[src/rtl/chip8_sprite_engine.sv]
// CHIP-8 sprite engine: performs DXYN XOR-draws and 00E0 clears on the 64x32 1bpp
// framebuffer through the shared memory's GPU port, reporting done and VF collision.
module chip8_sprite_engine #(
  parameter int unsigned       ADDR_W  = 12,
  parameter logic [ADDR_W-1:0] FB_BASE = 12'hF00
) (
  input  logic              clk,
  input  logic              rst_n,
  input  logic              start,
  input  logic              clear,
  input  logic [7:0]        pos_x,
  input  logic [7:0]        pos_y,
  input  logic [3:0]        rows,
  input  logic [ADDR_W-1:0] sprite_addr,
  output logic              busy,
  output logic              done,
  output logic              collision,
  output logic              gpu_read,
  output logic [ADDR_W-1:0] gpu_read_addr,
  input  logic [7:0]        gpu_read_data,
  input  logic              gpu_read_ack,
  output logic              gpu_write,
  output logic [ADDR_W-1:0] gpu_write_addr,
  output logic [7:0]        gpu_write_data
);

  typedef enum logic [3:0] {
    S_IDLE, S_SPR_RD, S_SPR_WT, S_L_RD, S_L_WT, S_L_WR,
    S_R_RD, S_R_WT, S_R_WR, S_CLR, S_DONE
  } state_t;

  state_t            state_q, state_d;
  logic [2:0]        col_q, col_d, sh_q, sh_d;
  logic [4:0]        y0_q, y0_d;
  logic [3:0]        rows_q, rows_d, row_q, row_d;
  logic [ADDR_W-1:0] base_q, base_d;
  logic [7:0]        spr_q, spr_d, fb_q, fb_d, byte_q, byte_d;
  logic              busy_q, busy_d, done_q, done_d, coll_q, coll_d;
  logic              rd_q, rd_d, wr_q, wr_d;
  logic [ADDR_W-1:0] rd_addr_q, rd_addr_d, wr_addr_q, wr_addr_d;
  logic [7:0]        wr_data_q, wr_data_d;
  logic [15:0]       shift_d;

  // A row is finished (no access) once r reaches the height or falls below the bottom edge.
  function automatic logic row_clipped(input logic [3:0] r, input logic [3:0] n,
                                       input logic [4:0] y0);
    logic [5:0] y;
    y = {1'b0, y0} + {2'b00, r};
    row_clipped = (r >= n) || (y > 6'd31);
  endfunction

  function automatic logic [ADDR_W-1:0] fb_addr(input logic [4:0] y0, input logic [3:0] r,
                                                input logic [2:0] c);
    logic [4:0] y;
    y = y0 + {1'b0, r};
    fb_addr = FB_BASE + {{(ADDR_W-8){1'b0}}, y, c};
  endfunction

  // Next-state logic, then registered strobes/addresses derived from the next state.
  always_comb begin
    state_d = state_q;
    col_d   = col_q;
    sh_d    = sh_q;
    y0_d    = y0_q;
    rows_d  = rows_q;
    row_d   = row_q;
    base_d  = base_q;
    spr_d   = spr_q;
    fb_d    = fb_q;
    byte_d  = byte_q;
    coll_d  = coll_q;
    case (state_q)
      S_IDLE: begin
        if (start) begin
          col_d   = pos_x[5:3];
          sh_d    = pos_x[2:0];
          y0_d    = pos_y[4:0];
          rows_d  = rows;
          base_d  = sprite_addr;
          row_d   = 4'd0;
          coll_d  = 1'b0;
          state_d = S_SPR_RD;
        end else if (clear) begin
          byte_d  = 8'd0;
          coll_d  = 1'b0;
          state_d = S_CLR;
        end else begin
          state_d = S_IDLE;
        end
      end
      S_SPR_RD: state_d = row_clipped(row_q, rows_q, y0_q) ? S_DONE : S_SPR_WT;
      S_SPR_WT: begin
        if (gpu_read_ack) begin
          spr_d   = gpu_read_data;
          state_d = S_L_RD;
        end else begin
          state_d = S_SPR_WT;
        end
      end
      S_L_RD: state_d = S_L_WT;
      S_L_WT: begin
        if (gpu_read_ack) begin
          fb_d    = gpu_read_data;
          state_d = S_L_WR;
        end else begin
          state_d = S_L_WT;
        end
      end
      S_L_WR: begin
        // Unaligned sprites spill into the next byte unless already at the right edge.
        if ((sh_q == 3'd0) || (col_q == 3'd7)) begin
          row_d   = row_q + 4'd1;
          state_d = S_SPR_RD;
        end else begin
          state_d = S_R_RD;
        end
      end
      S_R_RD: state_d = S_R_WT;
      S_R_WT: begin
        if (gpu_read_ack) begin
          fb_d    = gpu_read_data;
          state_d = S_R_WR;
        end else begin
          state_d = S_R_WT;
        end
      end
      S_R_WR: begin
        row_d   = row_q + 4'd1;
        state_d = S_SPR_RD;
      end
      S_CLR: begin
        if (byte_q == 8'hFF) begin
          state_d = S_DONE;
        end else begin
          byte_d  = byte_q + 8'd1;
          state_d = S_CLR;
        end
      end
      S_DONE:  state_d = S_IDLE;
      default: state_d = S_IDLE;
    endcase

    shift_d   = {spr_d, 8'h00} >> sh_d;
    rd_d      = 1'b0;
    rd_addr_d = {ADDR_W{1'b0}};
    wr_d      = 1'b0;
    wr_addr_d = {ADDR_W{1'b0}};
    wr_data_d = 8'h00;
    case (state_d)
      S_SPR_RD: begin
        if (!row_clipped(row_d, rows_d, y0_d)) begin
          rd_d      = 1'b1;
          rd_addr_d = base_d + {{(ADDR_W-4){1'b0}}, row_d};
        end else begin
          rd_d      = 1'b0;
        end
      end
      S_L_RD: begin
        rd_d      = 1'b1;
        rd_addr_d = fb_addr(y0_d, row_d, col_d);
      end
      S_R_RD: begin
        rd_d      = 1'b1;
        rd_addr_d = fb_addr(y0_d, row_d, col_d + 3'd1);
      end
      S_L_WR: begin
        wr_d      = 1'b1;
        wr_addr_d = fb_addr(y0_d, row_d, col_d);
        wr_data_d = fb_d ^ shift_d[15:8];
        coll_d    = coll_d | (|(fb_d & shift_d[15:8]));
      end
      S_R_WR: begin
        wr_d      = 1'b1;
        wr_addr_d = fb_addr(y0_d, row_d, col_d + 3'd1);
        wr_data_d = fb_d ^ shift_d[7:0];
        coll_d    = coll_d | (|(fb_d & shift_d[7:0]));
      end
      S_CLR: begin
        wr_d      = 1'b1;
        wr_addr_d = FB_BASE + {{(ADDR_W-8){1'b0}}, byte_d};
        wr_data_d = 8'h00;
      end
      default: begin
        rd_d = 1'b0;
        wr_d = 1'b0;
      end
    endcase
    busy_d = (state_d != S_IDLE);
    done_d = (state_d == S_DONE);
  end

  // State and output registers.
  always_ff @(posedge clk or negedge rst_n) begin
    if (!rst_n) begin
      state_q   <= S_IDLE;
      col_q     <= 3'd0;
      sh_q      <= 3'd0;
      y0_q      <= 5'd0;
      rows_q    <= 4'd0;
      row_q     <= 4'd0;
      base_q    <= {ADDR_W{1'b0}};
      spr_q     <= 8'h00;
      fb_q      <= 8'h00;
      byte_q    <= 8'h00;
      busy_q    <= 1'b0;
      done_q    <= 1'b0;
      coll_q    <= 1'b0;
      rd_q      <= 1'b0;
      rd_addr_q <= {ADDR_W{1'b0}};
      wr_q      <= 1'b0;
      wr_addr_q <= {ADDR_W{1'b0}};
      wr_data_q <= 8'h00;
    end else begin
      state_q   <= state_d;
      col_q     <= col_d;
      sh_q      <= sh_d;
      y0_q      <= y0_d;
      rows_q    <= rows_d;
      row_q     <= row_d;
      base_q    <= base_d;
      spr_q     <= spr_d;
      fb_q      <= fb_d;
      byte_q    <= byte_d;
      busy_q    <= busy_d;
      done_q    <= done_d;
      coll_q    <= coll_d;
      rd_q      <= rd_d;
      rd_addr_q <= rd_addr_d;
      wr_q      <= wr_d;
      wr_addr_q <= wr_addr_d;
      wr_data_q <= wr_data_d;
    end
  end

  assign busy           = busy_q;
  assign done           = done_q;
  assign collision      = coll_q;
  assign gpu_read       = rd_q;
  assign gpu_read_addr  = rd_addr_q;
  assign gpu_write      = wr_q;
  assign gpu_write_addr = wr_addr_q;
  assign gpu_write_data = wr_data_q;

endmodule

[config.mk]
export PLATFORM = sky130hd
export DESIGN_NAME = chip8_sprite_engine
export DESIGN_NICKNAME = d
export VERILOG_FILES = /design/src/rtl/chip8_sprite_engine.sv
export SDC_FILE = /design/constraint.sdc
export NUM_CORES = 1
export LEC_CHECK = 0
export ABC_CLOCK_PERIOD_IN_PS = 8940
export CAP_MARGIN = 20
export CORE_ASPECT_RATIO = 1.25
export CORE_MARGIN = 3
export CORE_UTILIZATION = 59
export CTS_CLUSTER_DIAMETER = 80
export DETAILED_ROUTE_END_ITERATION = 8
export GPL_TIMING_DRIVEN = 0
export HOLD_SLACK_MARGIN = 0.1
export PLACE_DENSITY_LB_ADDON = 0.15
export RECOVER_POWER = 25
export REMOVE_ABC_BUFFERS = 1
export SLEW_MARGIN = 10
export SYNTH_ARGS = -nofsm -noshare
export SYNTH_HDL_FRONTEND = slang
export SYNTH_SLANG_ARGS = --single-unit
[constraint.sdc]
create_clock -name clk -period 8.94 [get_ports clk]
set_clock_uncertainty 0.2 [all_clocks]
set_input_delay 1.788 -clock clk [delete_from_list [all_inputs] [get_ports clk]]
set_output_delay 1.788 -clock clk [all_outputs]
set_load 0.03 [all_outputs]
==> metrics.csv, run 1 <==
stage;metric;value;unit
cts;htree depth;3;
power;peak supply drop;0.197;mV
synthesis;EDFF count, synth;0;
die;# IOs;82;
sta;RSZ-0062 raised after global routing;false;
final_layout;fill count;656;
sta;Final Cycle Share;0.654;
cts;clock slew at reported path FFs;0.09;ns
placement;Placed Area;0.00616;mm2
worst_setup_path;Critical Path RT;8.45;ns
worst_setup_path;slowest CP cell;clkbuf_1;
worst_setup_path;Max Fanout on Critical Path;66;
global_routing;largest net degree at the start of global routing;67;
synthesis;Yosys warnings;0;
route;Routed Antenna Nets;0;
die;initial core utilization;0.612;
cts;cts repair resizes;0;
sta;TNS Setup;0;ns
route;Detailed Route WL;13.9;mm
sta;Worst-Margin Slew;3.44;ns
die;die height;112;um
sta;final setup fails;0;
placement;post-place setup slack;3.01;ns
synthesis;cells after synthesis;551;
route;First DRT Iteration DRCs;321;
power;pwr/cell area;372;mW/mm2
worst_setup_path;critical setup path kind;in2async;
cts;cts bufs inserted;9;
worst_setup_path;crit path DAT;5.36;ns
cts;Worst-Skew Late Latency;0.37;ns
worst_setup_path;Most Frequent Cell on Critical Path;clkbuf_1;
placement;Detailed Place HPWL;10.4;mm
sta;f_max;171;MHz
synthesis;Area contributors post-synth;dfrtp_1, ha_1, mux2i_1;
worst_setup_path;number of buffers and inverters on the critical path;2;
route;DR WL/cell;18.9;um
final_layout;design area;0.00636;mm2
job;max-cap viol count;1;
power;P_leak;3.07;nW
synthesis;Synth Register Bits;93;
synthesis;Avg Cell Area, Syn;9.71;um2
cts;CTS sink cnt;93;
worst_setup_path;startpoint type of the worst setup path;input pin;
final_layout;share of post-route cells with drive strength above 1;0.0746;
final_layout;Final Util;0.727;
synthesis;post-synth top area share;0.435;
synthesis;mapped cell area;0.00535;mm2
die;Site Rows;38;
synthesis;post-synth cell types;65;
placement;GPL Wtd Cong;0.949;
synthesis;predominant post-synthesis flop cell;dfrtp_1;
outcome;outcome;finished with violations;
synthesis;Synth async-reset ratio;1.00;
sta;min Tclk post-route;5.85;ns
sta;final worst setup slack;3.09;ns
die;Core Footprint;0.00875;mm2
route;first drt pass iteration count;5;
global_routing;initial antenna violation count;0;
global_routing;gr usage total;0.279;
cts;clk buf depth;2;
cts;Hold Buf Count CTS;0;
final_layout;fin nets;681;
synthesis;post-synth top area cell;dfrtp_1;
worst_hold_path;Hold Path Class;reg2reg;
final_layout;Ant. Diodes;0;
worst_setup_path;Worst setup EP type;async pin;
placement;# port buffers;76;
power;Power Total;2.37;mW
route;Via density;6.08;
sta;Hold Vio Cnt, Final;0;
sta;Max Slew Vio Count;67;
worst_setup_path;CP delay by family, top;buffers and inverters;
synthesis;most common cell in the netlist;dfrtp_1;
route;DRC viols;0;
die;chip width;91.2;um
route;Via Count;4481;
die;Die ar.;0.0103;mm2
cts;TritonCTS clock tree;built;
sta;relative slew slack;-1.29;
worst_setup_path;cell chain of the critical path;clkbuf_1 > clkbuf_1;
cts;CTS Root Cell;clkbuf_8;
global_routing;vias in the first global route;4380;
outcome;failing checks;capacitance limit, slew limit;
global_routing;global-route wire length before repair;22.4;mm
synthesis;sequential share of the synthesized area;0.435;
final_layout;Area Growth Syn to Fin;18.8;%
synthesis;synth cell count leaders;dfrtp_1, inv_1, nand3_1;
cts;postcts setup bufs;0;
global_routing;total gr overflow;0;
worst_setup_path;critical path's largest stage delay;2.49;ns
==> flip-flops by register name, summed over array words and instances (netlist names), 3 cells and up <==
signal,cells
byte_q,8
row_q,4
state_q,4
fb_q,8
gpu_write_data,8
y0_q,5
gpu_read_addr,12
sh_q,3
rows_q,4
spr_q,8
gpu_write_addr,9
col_q,3
base_q,12
==> logic make-up after synthesis <==
logic type	after synthesis	share of synthesized area
buffers and inverters	80	0.0603
xor gates and xnor gates	19	0.0311
DFF	93	0.435
AOI/OAI and AO/OA	131	0.163
and+or+nand+nor	161	0.164
muxes	43	0.0877
adders and majority gates	24	0.0589
==> cell usage in the layout (no fill, tap or decap), drive strengths merged, types with 4 or more instances in the layout <==
cell           count
ha                22
a31oi              4
nor3b              4
nand2             28
o31ai              6
clkdlybuf4s50     75
inv               54
and3b              4
a21oi             27
nor2b              4
nor2              26
nand4              7
or3                5
dfrtp             93
a211o              4
and3              11
o21ai             28
xor2               6
clkbuf            11
and2              13
nand3             29
mux2              18
nand2b             5
mux2i             24
nor3              11
a21o              14
o211ai             7
o22ai             12
xnor2             13
==> layer usage <==
layer	up-vias	wire, um	track usage	part of all wire
li1	2090	-	-	-
met2	177	6910	0.468	0.50
met1	2170	5660	0.349	0.41
met4	0	575	0.141	0.041
met5	-	0	0	0
met3	44	765	0.0442	0.055
==> worst paths after layout <==
kind / start / endpoint / slack [ns] / cells after the start
worst max-delay path: rst_n / sh_q[0] / 3.09 / 2
worst min-delay path: base_q[2] / base_q[2] / 0.31 / 1
worst max register to register: sh_q[0] / gpu_read_addr[10] / 4.25 / 16
worst min register to register: base_q[2] / base_q[2] / 0.31 / 1
max in group clk: start / gpu_read_addr[10] / 3.35 / 14
min in group asynchronous: rst_n / fb_q[7] / 1.54 / 1
==> metrics by stage <==
| step | std cells | hold slack, ns |
|---|---|---|
| finish | 737 | 0.311 |
| global route | 737 | 0.350 |
| CTS | 737 | 0.316 |
| detailed placement | 721 | 0.294 |
| global placement | 720 | 0.287 |
| floorplan | 524 | 0.263 |
==> report_power, final <==
group	internal [mW]	leakage, nW	switching (mW)
logic	0.531	1.77	0.833
registers	0.581	1.19	0.108
clock network	0.159	0.110	0.155
==> area by class of cell <==
type | count | area [um2] | area share
clock inverters | 7 | 98.8 | 0.0155
clock buffers | 9 | 124 | 0.0195
inverters | 53 | 199 | 0.0313
well taps | 120 | 150 | 0.0236
repair buffers | 77 | 758 | 0.119
flip-flops and latches | 93 | 2330 | 0.366
multi-input cells | 378 | 2700 | 0.425
(Power assumes the default switching activity.)
==> run 2, diff against run 1 <==
ABC_CLOCK_PERIOD_IN_PS = 4900   (was 8940)
CORE_UTILIZATION = 49   (was 59)
clock period = 4.9 ns   (was 8.94 ns; I/O delays follow)
==> run 2 against run 1 <==
The flow still finishes with violations (capacitance limit, slew limit). Total power grew 87%. Sequential cell count unchanged. Cell count grew 1.6%. Wire length shrank 0.99%.
==> metrics.csv, run 2 (synthesis gave the netlist of run 1 again) <==
stage;metric;value;unit
die;Site Rows;42;
route;First DRT Iteration DRCs;193;
cts;clk buf depth;2;
die;Die ar.;0.0122;mm2
cts;clock slew at reported path FFs;0.07;ns
final_layout;Ant. Diodes;0;
cts;CTS sink cnt;93;
cts;htree depth;3;
worst_setup_path;critical path's largest stage delay;0.64;ns
sta;relative slew slack;-0.176;
final_layout;fill count;904;
worst_setup_path;cell chain of the critical path;clkdlybuf4s50_1 > o21ai_0 > a21o_1 > nand2_1 > a21boi_0 > inv_1 > ha_1 > inv_1 > fa_1 > inv_1 > a21o_1 > a21oi_1 > or3_1 > or3_1 > nor3_1 > xnor2_1 > o21ai_0;
sta;f_max;219;MHz
final_layout;Final Util;0.608;
placement;post-place setup slack;-0.166;ns
cts;Worst-Skew Late Latency;0.35;ns
route;Via density;5.86;
power;P_leak;3.12;nW
power;pwr/cell area;684;mW/mm2
job;max-cap viol count;1;
sta;final worst setup slack;0.338;ns
worst_setup_path;Worst setup EP type;flip-flop;
cts;CTS Root Cell;clkbuf_16;
cts;Hold Buf Count CTS;0;
worst_setup_path;worst reg-to-reg setup slack;0.47;ns
die;die height;123;um
global_routing;initial antenna violation count;0;
die;# IOs;82;
route;DR WL/cell;18.4;um
worst_setup_path;slowest CP cell;clkdlybuf4s50_1;
final_layout;Area Growth Syn to Fin;20.7;%
final_layout;most frequent cells in the layout;dfrtp_1, clkdlybuf4s50_1, inv_1;
final_layout;register area;0.00233;mm2
cts;cts bufs inserted;9;
sta;Hold Vio Cnt, Final;0;
final_layout;commonest non-fill, non-tap cell in the layout;dfrtp_1;
worst_hold_path;Hold Path Class;reg2reg;
route;first drt pass iteration count;4;
placement;Placed Area;0.00618;mm2
final_layout;design area;0.00646;mm2
worst_setup_path;CP delay by family, top;simple AND/OR/NAND/NOR gates;
global_routing;largest net degree at the start of global routing;62;
power;peak supply drop;0.298;mV
global_routing;global-route wire length before repair;22.3;mm
route;Detailed Route WL;13.8;mm
placement;GPL Wtd Cong;0.965;
die;chip width;99.5;um
outcome;outcome;finished with violations;
final_layout;share of post-route cells with drive strength above 1;0.0746;
sta;final setup fails;0;
cts;postcts setup bufs;0;
worst_setup_path;Critical Path RT;4.89;ns
global_routing;total gr overflow;0;
global_routing;vias in the first global route;4332;
route;Via Count;4391;
sta;Max Slew Vio Count;34;
worst_setup_path;Most Frequent Cell on Critical Path;inv_1;
sta;RSZ-0062 raised after global routing;false;
worst_setup_path;startpoint type of the worst setup path;input pin;
sta;Final Cycle Share;0.931;
outcome;failing checks;capacitance limit, slew limit;
sta;min Tclk post-route;4.56;ns
worst_setup_path;Max Fanout on Critical Path;10;
placement;Detailed Place HPWL;10.4;mm
die;initial core utilization;0.504;
cts;TritonCTS clock tree;built;
sta;Worst-Margin Slew;1.76;ns
route;DRC viols;0;
worst_setup_path;critical setup path kind;in2reg;
worst_setup_path;crit path DAT;4.55;ns
placement;# port buffers;76;
route;Routed Antenna Nets;0;
final_layout;area of the multi-input gates;0.00271;mm2
global_routing;gr usage total;0.236;
die;Core Footprint;0.0106;mm2
worst_setup_path;number of buffers and inverters on the critical path;4;
final_layout;fin nets;681;
==> run 2: where the power goes <==
group	switching (mW)	internal (mW)	total (mW)
Clock	0.307	0.400	0.707
Combinational	1.48	0.968	2.45
Sequential	0.200	1.06	1.26
==> run 2: path summary, 6_finish.rpt <==
kind | startpoint | end | cells past startpoint
worst max-delay path | start | gpu_read_addr[10] | 17
worst min-delay path | base_q[0] | base_q[0] | 1
worst max register to register | sh_q[0] | gpu_read_addr[10] | 16
worst min register to register | base_q[0] | base_q[0] | 1
max in group asynchronous | rst_n | gpu_read_addr[5] | 2
min in group asynchronous | rst_n | done | 1
==> run 2: stage by stage <==
stage | total power [mW] | cells | hold slack [ns] | setup TNS, ns
detailed placement | 3.70 | 733 | 0.291 | -0.310
finish | 4.42 | 749 | 0.301 | 0
CTS | 4.43 | 749 | 0.306 | 0
global placement | 3.67 | 732 | 0.287 | -69.14
floorplan | 2.94 | 524 | 0.263 | 0
global route | 4.74 | 749 | 0.319 | 0
==> run 2: layout make-up <==
cell class / count / area share
repair buffers: 77 / 0.118
inverters: 53 / 0.0308
well taps: 132 / 0.0256
clock buffers: 10 / 0.0355
flip-flops and latches: 93 / 0.360
clock inverters: 6 / 0.0112
multi-input cells: 378 / 0.419
==> run 2: worst register-to-register path, delay by kind of cell (launching register included) <==
family | cells | cell delay [ns]
compound gates | 6 | 1.47
xor+xnor | 1 | 0.14
fa+ha+maj | 2 | 0.58
buf+inv | 3 | 0.28
flops | 1 | 0.42
simple gates | 4 | 1.19
==> run 2: routing by layer <==
metal	wire length [um]	global-route usage
met1	5760	0.300
met2	7080	0.406
met3	576	0.0335
met4	363	0.0914
met5	0	0
==> run 2: repair_timing <==
action                                 4_1_cts  5_1_grt
setup endpoints to repair                    0        2
gates resized for setup                      0        1
endpoints found under the hold margin        0        0
